## src/rtl/shifter_pkg.sv

```systemverilog
// Shared types for the pipelined barrel shifter: operation encoding carried
// through every pipeline stage.
package shifter_pkg;

    typedef enum logic [1:0] {
        MODE_SLL = 2'b00,
        MODE_SRL = 2'b01,
        MODE_SRA = 2'b10,
        MODE_ROR = 2'b11
    } shifter_mode_t;

endpackage

```

## src/rtl/shifter_stage.sv

```systemverilog
// One pipeline stage: a fixed 2^stage_idx shift applied when its shamt bit is
// set, followed by the stage register. ROR support follows SHIFTER_ROTATE_EN.
module shifter_stage
    import shifter_pkg::*;
#(
    parameter int nb_bits_data = 32,
    parameter int stage_idx    = 0
) (
    input  logic                            clk_i,
    input  logic                            rst_i,
    input  logic                            flush_i,
    input  logic                            en_i,
    input  logic                            valid_i,
    input  logic [nb_bits_data-1:0]         data_i,
    input  logic [$clog2(nb_bits_data)-1:0] shamt_i,
    input  shifter_mode_t                   mode_i,
    input  logic                            sign_i,
    output logic                            valid_o,
    output logic [nb_bits_data-1:0]         data_o,
    output logic [$clog2(nb_bits_data)-1:0] shamt_o,
    output shifter_mode_t                   mode_o,
    output logic                            sign_o
);

    localparam int shift_amt = 1 << stage_idx;

    logic [nb_bits_data-1:0]         shifted;
    logic                            valid_d, valid_q;
    logic [nb_bits_data-1:0]         data_d, data_q;
    logic [$clog2(nb_bits_data)-1:0] shamt_d, shamt_q;
    shifter_mode_t                   mode_d, mode_q;
    logic                            sign_d, sign_q;

    always_comb begin
        shifted = data_i;
        if (shamt_i[stage_idx]) begin
            case (mode_i)
                MODE_SLL: shifted = data_i << shift_amt;
                MODE_SRL: shifted = data_i >> shift_amt;
                // Fill comes from the operand MSB captured at the pipeline input.
                MODE_SRA: shifted = (data_i >> shift_amt)
                                  | ({nb_bits_data{sign_i}} << (nb_bits_data - shift_amt));
`ifdef SHIFTER_ROTATE_EN
                MODE_ROR: shifted = (data_i >> shift_amt)
                                  | (data_i << (nb_bits_data - shift_amt));
`else
                MODE_ROR: shifted = data_i;
`endif
                default:  shifted = data_i;
            endcase
        end
    end

    always_comb begin
        valid_d = valid_q;
        data_d  = data_q;
        shamt_d = shamt_q;
        mode_d  = mode_q;
        sign_d  = sign_q;
        if (en_i) begin
            valid_d = valid_i;
            data_d  = shifted;
            shamt_d = shamt_i;
            mode_d  = mode_i;
            sign_d  = sign_i;
        end
        // Flush wins over both stall and advance; payload may go stale.
        if (flush_i) begin
            valid_d = 1'b0;
        end
    end

    always_ff @(posedge clk_i or posedge rst_i) begin
        if (rst_i) begin
            valid_q <= 1'b0;
            data_q  <= '0;
            shamt_q <= '0;
            mode_q  <= MODE_SLL;
            sign_q  <= 1'b0;
        end else begin
            valid_q <= valid_d;
            data_q  <= data_d;
            shamt_q <= shamt_d;
            mode_q  <= mode_d;
            sign_q  <= sign_d;
        end
    end

    assign valid_o = valid_q;
    assign data_o  = data_q;
    assign shamt_o = shamt_q;
    assign mode_o  = mode_q;
    assign sign_o  = sign_q;

endmodule

```

## src/rtl/pipelined_barrel_shifter.sv

```systemverilog
// Barrel shifter built as $clog2(nb_bits_data) registered stages with a single
// global stall. Mode 2'b11 rotates right only when SHIFTER_ROTATE_EN is defined.
module pipelined_barrel_shifter
    import shifter_pkg::*;
#(
    parameter int nb_bits_data = 32
) (
    input  logic                            clk_i,
    input  logic                            rst_i,
    input  logic                            flush_i,
    input  logic                            valid_i,
    output logic                            ready_o,
    input  logic [nb_bits_data-1:0]         data_i,
    input  logic [$clog2(nb_bits_data)-1:0] shamt_i,
    input  shifter_mode_t                   mode_i,
    output logic                            valid_o,
    input  logic                            ready_i,
    output logic [nb_bits_data-1:0]         data_o
);

    localparam int nb_bits_shift = $clog2(nb_bits_data);

    // Index k is the input of stage k; index nb_bits_shift is the output.
    logic                     stage_valid [nb_bits_shift+1];
    logic [nb_bits_data-1:0]  stage_data  [nb_bits_shift+1];
    logic [nb_bits_shift-1:0] stage_shamt [nb_bits_shift+1];
    shifter_mode_t            stage_mode  [nb_bits_shift+1];
    logic                     stage_sign  [nb_bits_shift+1];

    logic advance;
    logic unused_tail;

    assign ready_o = ready_i || !valid_o;
    assign advance = ready_o;

    assign stage_valid[0] = valid_i;
    assign stage_data[0]  = data_i;
    assign stage_shamt[0] = shamt_i;
    assign stage_mode[0]  = mode_i;
    assign stage_sign[0]  = data_i[nb_bits_data-1];

    for (genvar k = 0; k < nb_bits_shift; k++) begin : g_stage
        shifter_stage #(
            .nb_bits_data (nb_bits_data),
            .stage_idx    (k)
        ) u_stage (
            .clk_i   (clk_i),
            .rst_i   (rst_i),
            .flush_i (flush_i),
            .en_i    (advance),
            .valid_i (stage_valid[k]),
            .data_i  (stage_data[k]),
            .shamt_i (stage_shamt[k]),
            .mode_i  (stage_mode[k]),
            .sign_i  (stage_sign[k]),
            .valid_o (stage_valid[k+1]),
            .data_o  (stage_data[k+1]),
            .shamt_o (stage_shamt[k+1]),
            .mode_o  (stage_mode[k+1]),
            .sign_o  (stage_sign[k+1])
        );
    end

    assign valid_o = stage_valid[nb_bits_shift];
    assign data_o  = stage_data[nb_bits_shift];

    // Side-band fields are not needed past the last stage.
    assign unused_tail = ^{stage_shamt[nb_bits_shift], stage_mode[nb_bits_shift],
                           stage_sign[nb_bits_shift]};

endmodule

```

## config.mk

```make
export PLATFORM = sky130hd
export DESIGN_NAME = pipelined_barrel_shifter
export DESIGN_NICKNAME = d
export VERILOG_FILES = /design/src/rtl/shifter_pkg.sv /design/src/rtl/shifter_stage.sv /design/src/rtl/pipelined_barrel_shifter.sv
export SDC_FILE = /design/constraint.sdc
export NUM_CORES = 1
export LEC_CHECK = 0
export BUFFER_PORTS_ARGS = -buffer_cell sky130_fd_sc_hd__buf_2
export CAP_MARGIN = 20
export CORE_ASPECT_RATIO = 1.1
export CORE_MARGIN = 1
export CORE_UTILIZATION = 60
export CTS_CLUSTER_DIAMETER = 120
export DETAILED_ROUTE_END_ITERATION = 8
export PLACE_DENSITY = 0.79
export REMOVE_ABC_BUFFERS = 1
export SYNTH_ARGS = -nofsm -noshare
export SYNTH_HDL_FRONTEND = slang
export SYNTH_SLANG_ARGS = --single-unit
```

## constraint.sdc

```tcl
create_clock -name clk_i -period 8.8 [get_ports clk_i]
set_input_delay 0.88 -clock clk_i [delete_from_list [all_inputs] [get_ports clk_i]]
set_output_delay 0.88 -clock clk_i [all_outputs]
set_load 0.05 [all_outputs]
```

==> results_dict.tcl, run 1 <==
set metrics [dict create \
    cts_buffer_depth 2 \
    setup_viol 0 \
    crit_start "ready_i" \
    hp-class "reg -> reg" \
    status "finished, final reports clean" \
    muxShareOfSynthArea_pct 32.0 \
    synth.area.top_cells "dfrtp_1, mux2i_1, mux2_2, nor2b_1, o21ai_1" \
    setup.worst_path.end "ready_o" \
    synth_compound_gate_area_share_pct 10.6 \
    drc_errors 0 \
    synth_area_um2 12200 \
    period_share_pct 40.0 \
    cp-end-kind "output port" \
    arrival_ns 2.64 \
    rr_endpoint "g_stage[1].u_stage.data_o[24]" \
    grt_max_degree 110 \
    rsz0062_at_grt "no" \
    crit_path_frequent_cell "buf_2" \
    rows 54 \
    r2r_slack_ns 5.45 \
    yosysTopAreaCellShare_pct 38.4 \
    cts_resized 0 \
    syn_inst 1247 \
    ys_seq_area_share_pct 38.4 \
    synth_area_leader_cell "dfrtp_1" \
    ir_drop_v 0.000174 \
    path_clk_slew_ns 0.06 \
    postCtsSetupRepairBufs 0 \
    antenna_left 0 \
    dr.first_iter.drc_count 571 \
    cts_buffers 17 \
    hold_violations 0 \
    dp_hpwl_mm 16.9 \
    clkLatencyLatePin_ns 0.44 \
    drtPass1Iterations 7 \
    drive_gt1_share_pct 17.7 \
    wl_mm 25.5 \
    min_period_ns 3.52 \
    cp.depth 4 \
    gp_congestion 0.796 \
    hold_buffers 0 \
    max_freq_mhz 284 \
    n_antenna_cell 0 \
    synth_xor_area_share_pct 0.144 \
    via_per_inst 5.93 \
    grt_pass1_wl_mm 42.4 \
    powerDensity_nw_per_um2 191 \
    grt_pass1_vias 8438 \
    synthAdderAreaFrac_pct 0 \
    die_w_um 138 \
    async_reset_ff_share_pct 100 \
    drv_slew 0 \
    synth_flop_cell "dfrtp_1" \
    cp.required_ns 7.92 \
    critPathBufInv 3 \
    area_delta_synth_final_pct 6.49 \
    grt_usage_pct 25.5 \
    antenna_found_initial 0 \
    synth_warnings 0 \
    ys_ff_latch 187 \
    synthTopCellsByCount "mux2i_1, dfrtp_1, nand2_1" \
    synthSimpleGateAreaFrac_pct 13.9 \
    leakage_nw 6.50 \
    maxCapViolCount 0 \
    reg2regPathDepth 5 \
    worstMarginPinSlew_ns 1.03 \
    crit_chain "buf_2 > nor2b_4 > inv_8 > buf_2" \
    core_area_um2 19900 \
    grt_overflow 0 \
    synth_top_family_by_area "multiplexers" \
    regToRegStartpoint "g_stage[4].u_stage.valid_o" \
    fin_setup_tns_ns 0 \
    slowest_stage "nor2b_4" \
    numPortBuffers 77 \
    ys_types 45 \
    yosysMostFrequentCell "mux2i_1" \
    min_from "g_stage[3].u_stage.sign_o" \
    total_power_w 0.00247 \
    synth-edff-count 0 \
    htreeDepth 4 \
    startpoint_type "input pin" \
    max_stage_delay_ns 0.72 \
    initial_core_util_pct 61.3 \
    die_area_um2 20900 \
    cts_tree "yes" \
    cts_root_buf "clkbuf_16" \
    vias 8985 \
    path_class "in -> out" \
    avgRoutedWirePerCell_um 16.8 \
    fin_nets 1295 \
    slew_headroom_pct 31.2 \
    avgSynthCellArea_um2 9.77 \
    critPathTopFamily "buffers and inverters" \
    clkSinkCount 187 \
    worstPathMaxFanout 109 \
    io-pin-count 78 \
    clock_skew_ns 0.0105 \
    fp.dieH_um 151 \
]
==> logic make-up (layout without fill, tap and decap cells) <==
logic type / after synthesis / count (layout)
AOI/OAI and AO/OA: 221 / 221
xor gates and xnor gates: 2 / 2
buffers and inverters: 106 / 122
DFF: 187 / 187
muxes: 378 / 378
and+or+nand+nor: 353 / 353
==> worst register-to-register path, delay by kind of cell, from the launching register on <==
kind	cells	cell delay (ns)
flip-flops	1	0.37
AND/OR/NAND/NOR	2	1.04
buffers and inverters	2	1.42
AO/OA/AOI/OAI	1	0.42
==> registers in the layout, indices dropped and copies added, names as in the netlist <==
register	cells
g_stage.u_stage.valid_o	5
g_stage.u_stage.data_o	160
g_stage.u_stage.mode_o	8
g_stage.u_stage.shamt_o	10
g_stage.u_stage.sign_o	4
==> worst min-delay path by stage <==
stage	to	cells past startpoint
after global routing	g_stage[3].u_stage.sign_o	2
after CTS	g_stage[0].u_stage.shamt_o[2]	2
after global placement	g_stage[1].u_stage.shamt_o[3]	2
final	g_stage[3].u_stage.sign_o	2
after floorplan	g_stage[3].u_stage.sign_o	2
after detailed placement	g_stage[1].u_stage.shamt_o[4]	2
==> where the power goes <==
| part | internal (W) | switching [W] | leakage (nW) |
|---|---|---|---|
| Sequential | 0.000984 | 0.000142 | 2.30 |
| Clock | 0.000419 | 0.000340 | 0.273 |
| Combinational | 0.000254 | 0.000336 | 3.92 |
| Total | 0.00166 | 0.000817 | 6.50 |
==> through the flow <==
step                      util, %  instance area [um2]  hold WS (ns)  instances  setup WS, ns
after global routing         65.3                13000         0.494       1515          5.06
after global placement       62.5                12400         0.449       1484          4.91
final                        65.3                13000         0.466       1515          5.28
after detailed placement     62.5                12400         0.455       1484          4.87
after floorplan                 -                11600         0.432       1144          2.66
after CTS                    65.3                13000         0.470       1515          5.33
==> final cells by class <==
class                      instances  area (um2)
inverter                           3        23.8
clock inverter                    13         141
fill                            1661        6890
tap                              252         315
clock buffer                      18         429
timing repair buffer              88         470
sequential                       187        4680
multi-input combinational        954        6910
==> per-layer routing <==
layer	vias up	part of all wire [%]	global-route usage [%]
met2	212	49	41.6
met4	0	2.4	11.0
met3	51	3.7	3.89
met1	4287	45	33.7
met5	-	0	0
li1	4435	-	-
==> cells in the final DEF (no fill, tap or decap), types with 4 or more instances in the layout <==
master	count
o21ai_0	20
nor2b_1	120
buf_4	12
a31oi_1	52
o21ai_1	101
nand3_1	19
nand2_1	131
mux2_1	4
o211ai_1	14
nor2_1	69
dfrtp_1	184
mux2i_1	281
a221oi_1	4
inv_6	5
buf_2	76
clkbuf_16	17
a21oi_1	8
mux2_2	93
No activity file was read; power rests on OpenSTA's default activity.
==> run 2: changes to the inputs <==
- CORE_UTILIZATION: 60 -> 56
- PLACE_DENSITY: 0.79 -> 0.77
- clock period: 8.8 -> 3 ns (I/O delays scaled with it)
==> run 2 against run 1 <==
Compared with the run above: hold slack got worse by 0.41 ns; wire length decreased by 0.60%; sequential power increased to 2.9 times the previous value; global-route usage decreased by 2.2 points; count of clock-buffer cells in the layout increased by 4; clock skew decreased by 0.0025 ns; final cell count increased by 3.2%; worst setup slack got worse by 4.4 ns; critical endpoint is now g_stage[2].u_stage.data_o[13]; critical path depth unchanged; non-clock buffer count increased by 10; highest routed layer unchanged; via count increased by 0.56%; core utilization decreased by 3.5 points.
==> results_dict.tcl, run 2 (synthesis results as in run 1) <==
set metrics [dict create \
    status "finished, final reports clean" \
    startpoint_type "register" \
    antenna_found_initial 0 \
    setup_viol 0 \
    wl_mm 25.3 \
    initial_core_util_pct 57.2 \
    mostFrequentLayoutCells "mux2i_1, dfrtp_1, nand2_1" \
    hold_violations 0 \
    fp.dieH_um 157 \
    core_area_um2 21300 \
    grt_pass1_vias 8294 \
    cts_tree "yes" \
    grt_max_degree 94 \
    cp-end-kind "register" \
    area_delta_synth_final_pct 8.08 \
    grt.busiest_layer "met2" \
    die_w_um 143 \
    worst_slack_ns 0.902 \
    n_antenna_cell 0 \
    grt.met2_usage_pct 40.0 \
    drtPass1Iterations 5 \
    powerDensity_nw_per_um2 553 \
    htreeDepth 4 \
    cp.required_ns 3.34 \
    vias 9035 \
    grt_pass1_wl_mm 41.9 \
    drv_slew 0 \
    worstPathMaxFanout 78 \
    grt_usage_pct 23.3 \
    cts_buffers 17 \
    numPortBuffers 77 \
    arrival_ns 2.44 \
    via_per_inst 5.78 \
    path_clk_slew_ns 0.07 \
    clkSinkCount 187 \
    drive_gt1_share_pct 18.4 \
    fin_nets 1305 \
    dpl-instance-area_um2 12600 \
    cts_resized 0 \
    dp_hpwl_mm 17.4 \
    rr_endpoint "g_stage[2].u_stage.data_o[13]" \
    antenna_left 0 \
    path_class "reg -> reg" \
    clock_skew_ns 0.00799 \
    dr.first_iter.drc_count 561 \
    ir_drop_v 0.000431 \
    final_common_cell "mux2i_1" \
    r2r_slack_ns 0.90 \
    cts_buffer_depth 2 \
    leakage_nw 6.57 \
    max_freq_mhz 477 \
    gp_congestion 0.840 \
    regToRegStartpoint "g_stage[4].u_stage.valid_o" \
    min_path_cells 3 \
    largest_reg_flops 160 \
    slew_headroom_pct 35.2 \
    fill_cells 1843 \
    min_period_ns 2.10 \
    period_share_pct 69.9 \
    fin_setup_tns_ns 0 \
    clkLatencyLatePin_ns 0.44 \
    rows 56 \
    io-pin-count 78 \
    drc_errors 0 \
    crit_start "g_stage[4].u_stage.valid_o" \
    finish.utilization_pct 61.8 \
    die_area_um2 22400 \
    reg2regPathDepth 4 \
    setup.worst_path.end "g_stage[2].u_stage.data_o[13]" \
    met1_usage_pct 30.8 \
    dp_slack_ns 0.945 \
    maxCapViolCount 0 \
    grt_overflow 0 \
    cts_root_buf "clkbuf_16" \
    stdcell_area_um2 13200 \
    hp-class "in -> reg" \
    gr-usage-met3_pct 2.97 \
    worstMarginPinSlew_ns 0.972 \
    avgRoutedWirePerCell_um 16.2 \
    rsz0062_at_grt "no" \
]
## run 2: changes by cell type in the layout (fill, tap and decap cells not counted)
cell           previous run  this run
buf_4                    12        17
buf_12                    0         4
clkbuf_8                  0         4
clkinv_2                  3         0
bufinv_16                 2         1
clkinv_4                  1         2
dlygate4sd3_1             0         1
## run 2: metal layers
layer	share of wire, %	routed length, um
met5	0	0
met3	2.6	659
met1	47	11900
met4	1.1	280
met2	49	12400
## run 2: critical path, cell delays in order, from the launching register on
cell     delay (ns)
dfrtp_1        0.37
nor2b_4        0.14
inv_8          0.38
nand2_1        0.69
o21ai_1        0.36
## run 2: area by class of cell
cell class	count	area (um2)	share of cell area, %
multi-input combinational	954	6910	52.5
sequential	187	4680	35.6
timing repair buffer	98	598	4.54
clock buffer	22	484	3.68
tap	290	363	2.76
clock inverter	10	105	0.798
inverter	3	23.8	0.181
## run 2: stage by stage
| stage | instances | hold WS [ns] | power (W) |
|---|---|---|---|
| after floorplan | 1144 | 0.363 | 0.00457 |
| after global placement | 1531 | 0.420 | 0.00501 |
| after detailed placement | 1531 | 0.422 | 0.00508 |
| after CTS | 1564 | 0.0532 | 0.00732 |
| after global routing | 1564 | 0.0751 | 0.00762 |
| final | 1564 | 0.0586 | 0.00729 |
## run 2: repair_timing
action,4_1_cts,5_1_grt
endpoints found under the hold margin,61,0
hold buffers,1,0
setup buffers,0,0
## run 2: how the worst min path moves through the flow
stage | from | end | slack, ns
floorplan | flush_i | g_stage[0].u_stage.valid_o | 0.36
global placement | rst_i | g_stage[4].u_stage.data_o[4] | 0.42
detailed placement | rst_i | g_stage[4].u_stage.data_o[4] | 0.42
CTS | shamt_i[4] | g_stage[0].u_stage.shamt_o[4] | 0.05
global route | shamt_i[4] | g_stage[0].u_stage.shamt_o[4] | 0.08
finish | shamt_i[1] | g_stage[0].u_stage.shamt_o[1] | 0.06
## run 2: report_power, final
part	leakage (nW)	switching [W]	internal, W
Combinational	3.99	0.000951	0.000755
Clock	0.280	0.00100	0.00125
Sequential	2.30	0.000450	0.00289
Total	6.57	0.00240	0.00489
==> run 3: changes to the inputs <==
- clock period: 3 -> 1.8 ns (I/O delays scaled with it)
==> run 3 against run 2 <==
Compared with the run above: flip-flop and latch count is the same; register-to-register slack lost 0.69 ns; wire length grew 5.4%; global-route usage grew 1.7 points; combinational power grew 75%; sequential power grew 66%; first-iteration DRC count shrank 1.2%; sequential share of layout area shrank 1.3 points; cell area grew 3.8%; largest cell class unchanged.
==> results_dict.tcl, run 3 (synthesis results as in run 1) <==
set metrics [dict create \
    final_common_cell "mux2i_1" \
    clock_skew_ns 0.0106 \
    drv_slew 0 \
    fp.dieH_um 157 \
    clkLatencyLatePin_ns 0.44 \
    rsz0062_at_grt "no" \
    cp-end-kind "output port" \
    arrival_ns 1.53 \
    cts_tree "yes" \
    max_freq_mhz 585 \
    min_period_ns 1.71 \
    startpoint_type "register" \
    dp_slack_ns 0.302 \
    htreeDepth 4 \
    via_per_inst 5.68 \
    grt_overflow 0 \
    cts_buffers 17 \
    wl_mm 26.7 \
    cts_buffer_depth 2 \
    n_antenna_cell 0 \
    grt_usage_pct 25.0 \
    avgRoutedWirePerCell_um 16.6 \
    antenna_left 0 \
    die_w_um 143 \
    dp_hpwl_mm 19.0 \
    clkSinkCount 187 \
    slew_headroom_pct 50.3 \
    fin_nets 1352 \
    worst_slack_ns 0.0916 \
    initial_core_util_pct 57.2 \
    vias 9155 \
    max_stage_delay_ns 0.38 \
    ir_drop_v 0.000716 \
    area_delta_synth_final_pct 12.2 \
    dpl-instance-area_um2 13000 \
    drc_errors 0 \
    mostFrequentLayoutCells "mux2i_1, dfrtp_1, nand2_1" \
    stdcell_area_um2 13700 \
    worstMarginPinSlew_ns 0.745 \
    period_share_pct 94.9 \
    path_clk_slew_ns 0.08 \
    hold_violations 0 \
    core_area_um2 21300 \
    dr.first_iter.drc_count 554 \
    grt_pass1_wl_mm 44.6 \
    slowest_stage "dfrtp_1" \
    antenna_found_initial 0 \
    maxCapViolCount 0 \
    largest_reg_flops 160 \
    setup_viol 0 \
    multiInputGateArea_um2 6910 \
    grt_max_degree 62 \
    reg2regPathDepth 5 \
    die_area_um2 22400 \
    io-pin-count 78 \
    path_class "reg -> out" \
    leakage_nw 6.85 \
    min_path_cells 4 \
    drive_gt1_share_pct 20.8 \
    cts_root_buf "clkbuf_16" \
    grt_pass1_vias 8980 \
    numPortBuffers 77 \
    hp-class "in -> reg" \
    rows 56 \
    worstPathMaxFanout 25 \
    drtPass1Iterations 4 \
    ff_latch_area_um2 4680 \
    fill_cells 1781 \
    crit_chain "nor2b_4 > inv_12 > buf_12 > buf_4" \
    cp.required_ns 1.62 \
    powerDensity_nw_per_um2 894 \
    gp_congestion 0.816 \
    status "finished, final reports clean" \
]
run 3: through the flow:
step                      total power, W  TNS (ns)  std cells  hold slack [ns]  utilization (%)
after floorplan                  0.00761  -1333.08       1144            0.243                -
after global placement           0.00845         0       1569            0.189             61.0
after detailed placement         0.00858         0       1569            0.190             61.0
after CTS                         0.0123         0       1609            0.111             64.1
after global routing              0.0128         0       1611            0.138             64.2
final                             0.0122         0       1611            0.118             64.2
run 3: area by class of cell:
| type | count | area share (%) |
|---|---|---|
| Timing Repair inverter | 1 | 0.0640 |
| Tap cell | 290 | 2.65 |
| Sequential cell | 187 | 34.2 |
| Multi-Input combinational cell | 954 | 50.5 |
| Clock inverter | 12 | 0.823 |
| Timing Repair Buffer | 144 | 8.05 |
| Clock buffer | 20 | 3.41 |
| Inverter | 3 | 0.210 |
run 3: per-layer routing:
layer | global-route usage (%) | vias to the layer above | wire length (um)
met2 | 43.7 | 178 | 13300
met3 | 3.73 | 40 | 767
li1 | - | 4543 | -
met5 | 0 | - | 0
met4 | 8.60 | 0 | 490
met1 | 31.5 | 4394 | 12100
run 3: power breakdown:
part,internal [W],switching [W]
Clock,0.00203,0.00167
Sequential,0.00481,0.000724
Combinational,0.00134,0.00166
run 3: path summary, 6_finish.rpt:
check | from | endpoint | slack (ns)
setup / recovery | g_stage[4].u_stage.valid_o | ready_o | 0.09
hold / removal | data_i[0] | g_stage[0].u_stage.data_o[0] | 0.12
setup reg to reg | g_stage[4].u_stage.valid_o | g_stage[1].u_stage.data_o[27] | 0.21
hold reg to reg | g_stage[0].u_stage.shamt_o[4] | g_stage[1].u_stage.shamt_o[4] | 0.47
max in group asynchronous | rst_i | g_stage[1].u_stage.data_o[15] | 0.96
min in group asynchronous | rst_i | g_stage[4].u_stage.data_o[16] | 0.27
run 3: critical path: cells and delay by family (launching register included):
family	cells	cell delay (ns)
buf+inv	3	0.55
simple gates	1	0.16
flops	1	0.38
run 3: timing repair:
item / 4_1_cts / 5_1_grt
buffers inserted: 0 / 1
cloned: 0 / 1
pin swaps: 0 / 0
gates resized for setup: 2 / 0
endpoints found under the setup margin: 1 / 1
hold buffers: 8 / 0
endpoints found under the hold margin: 39 / 0
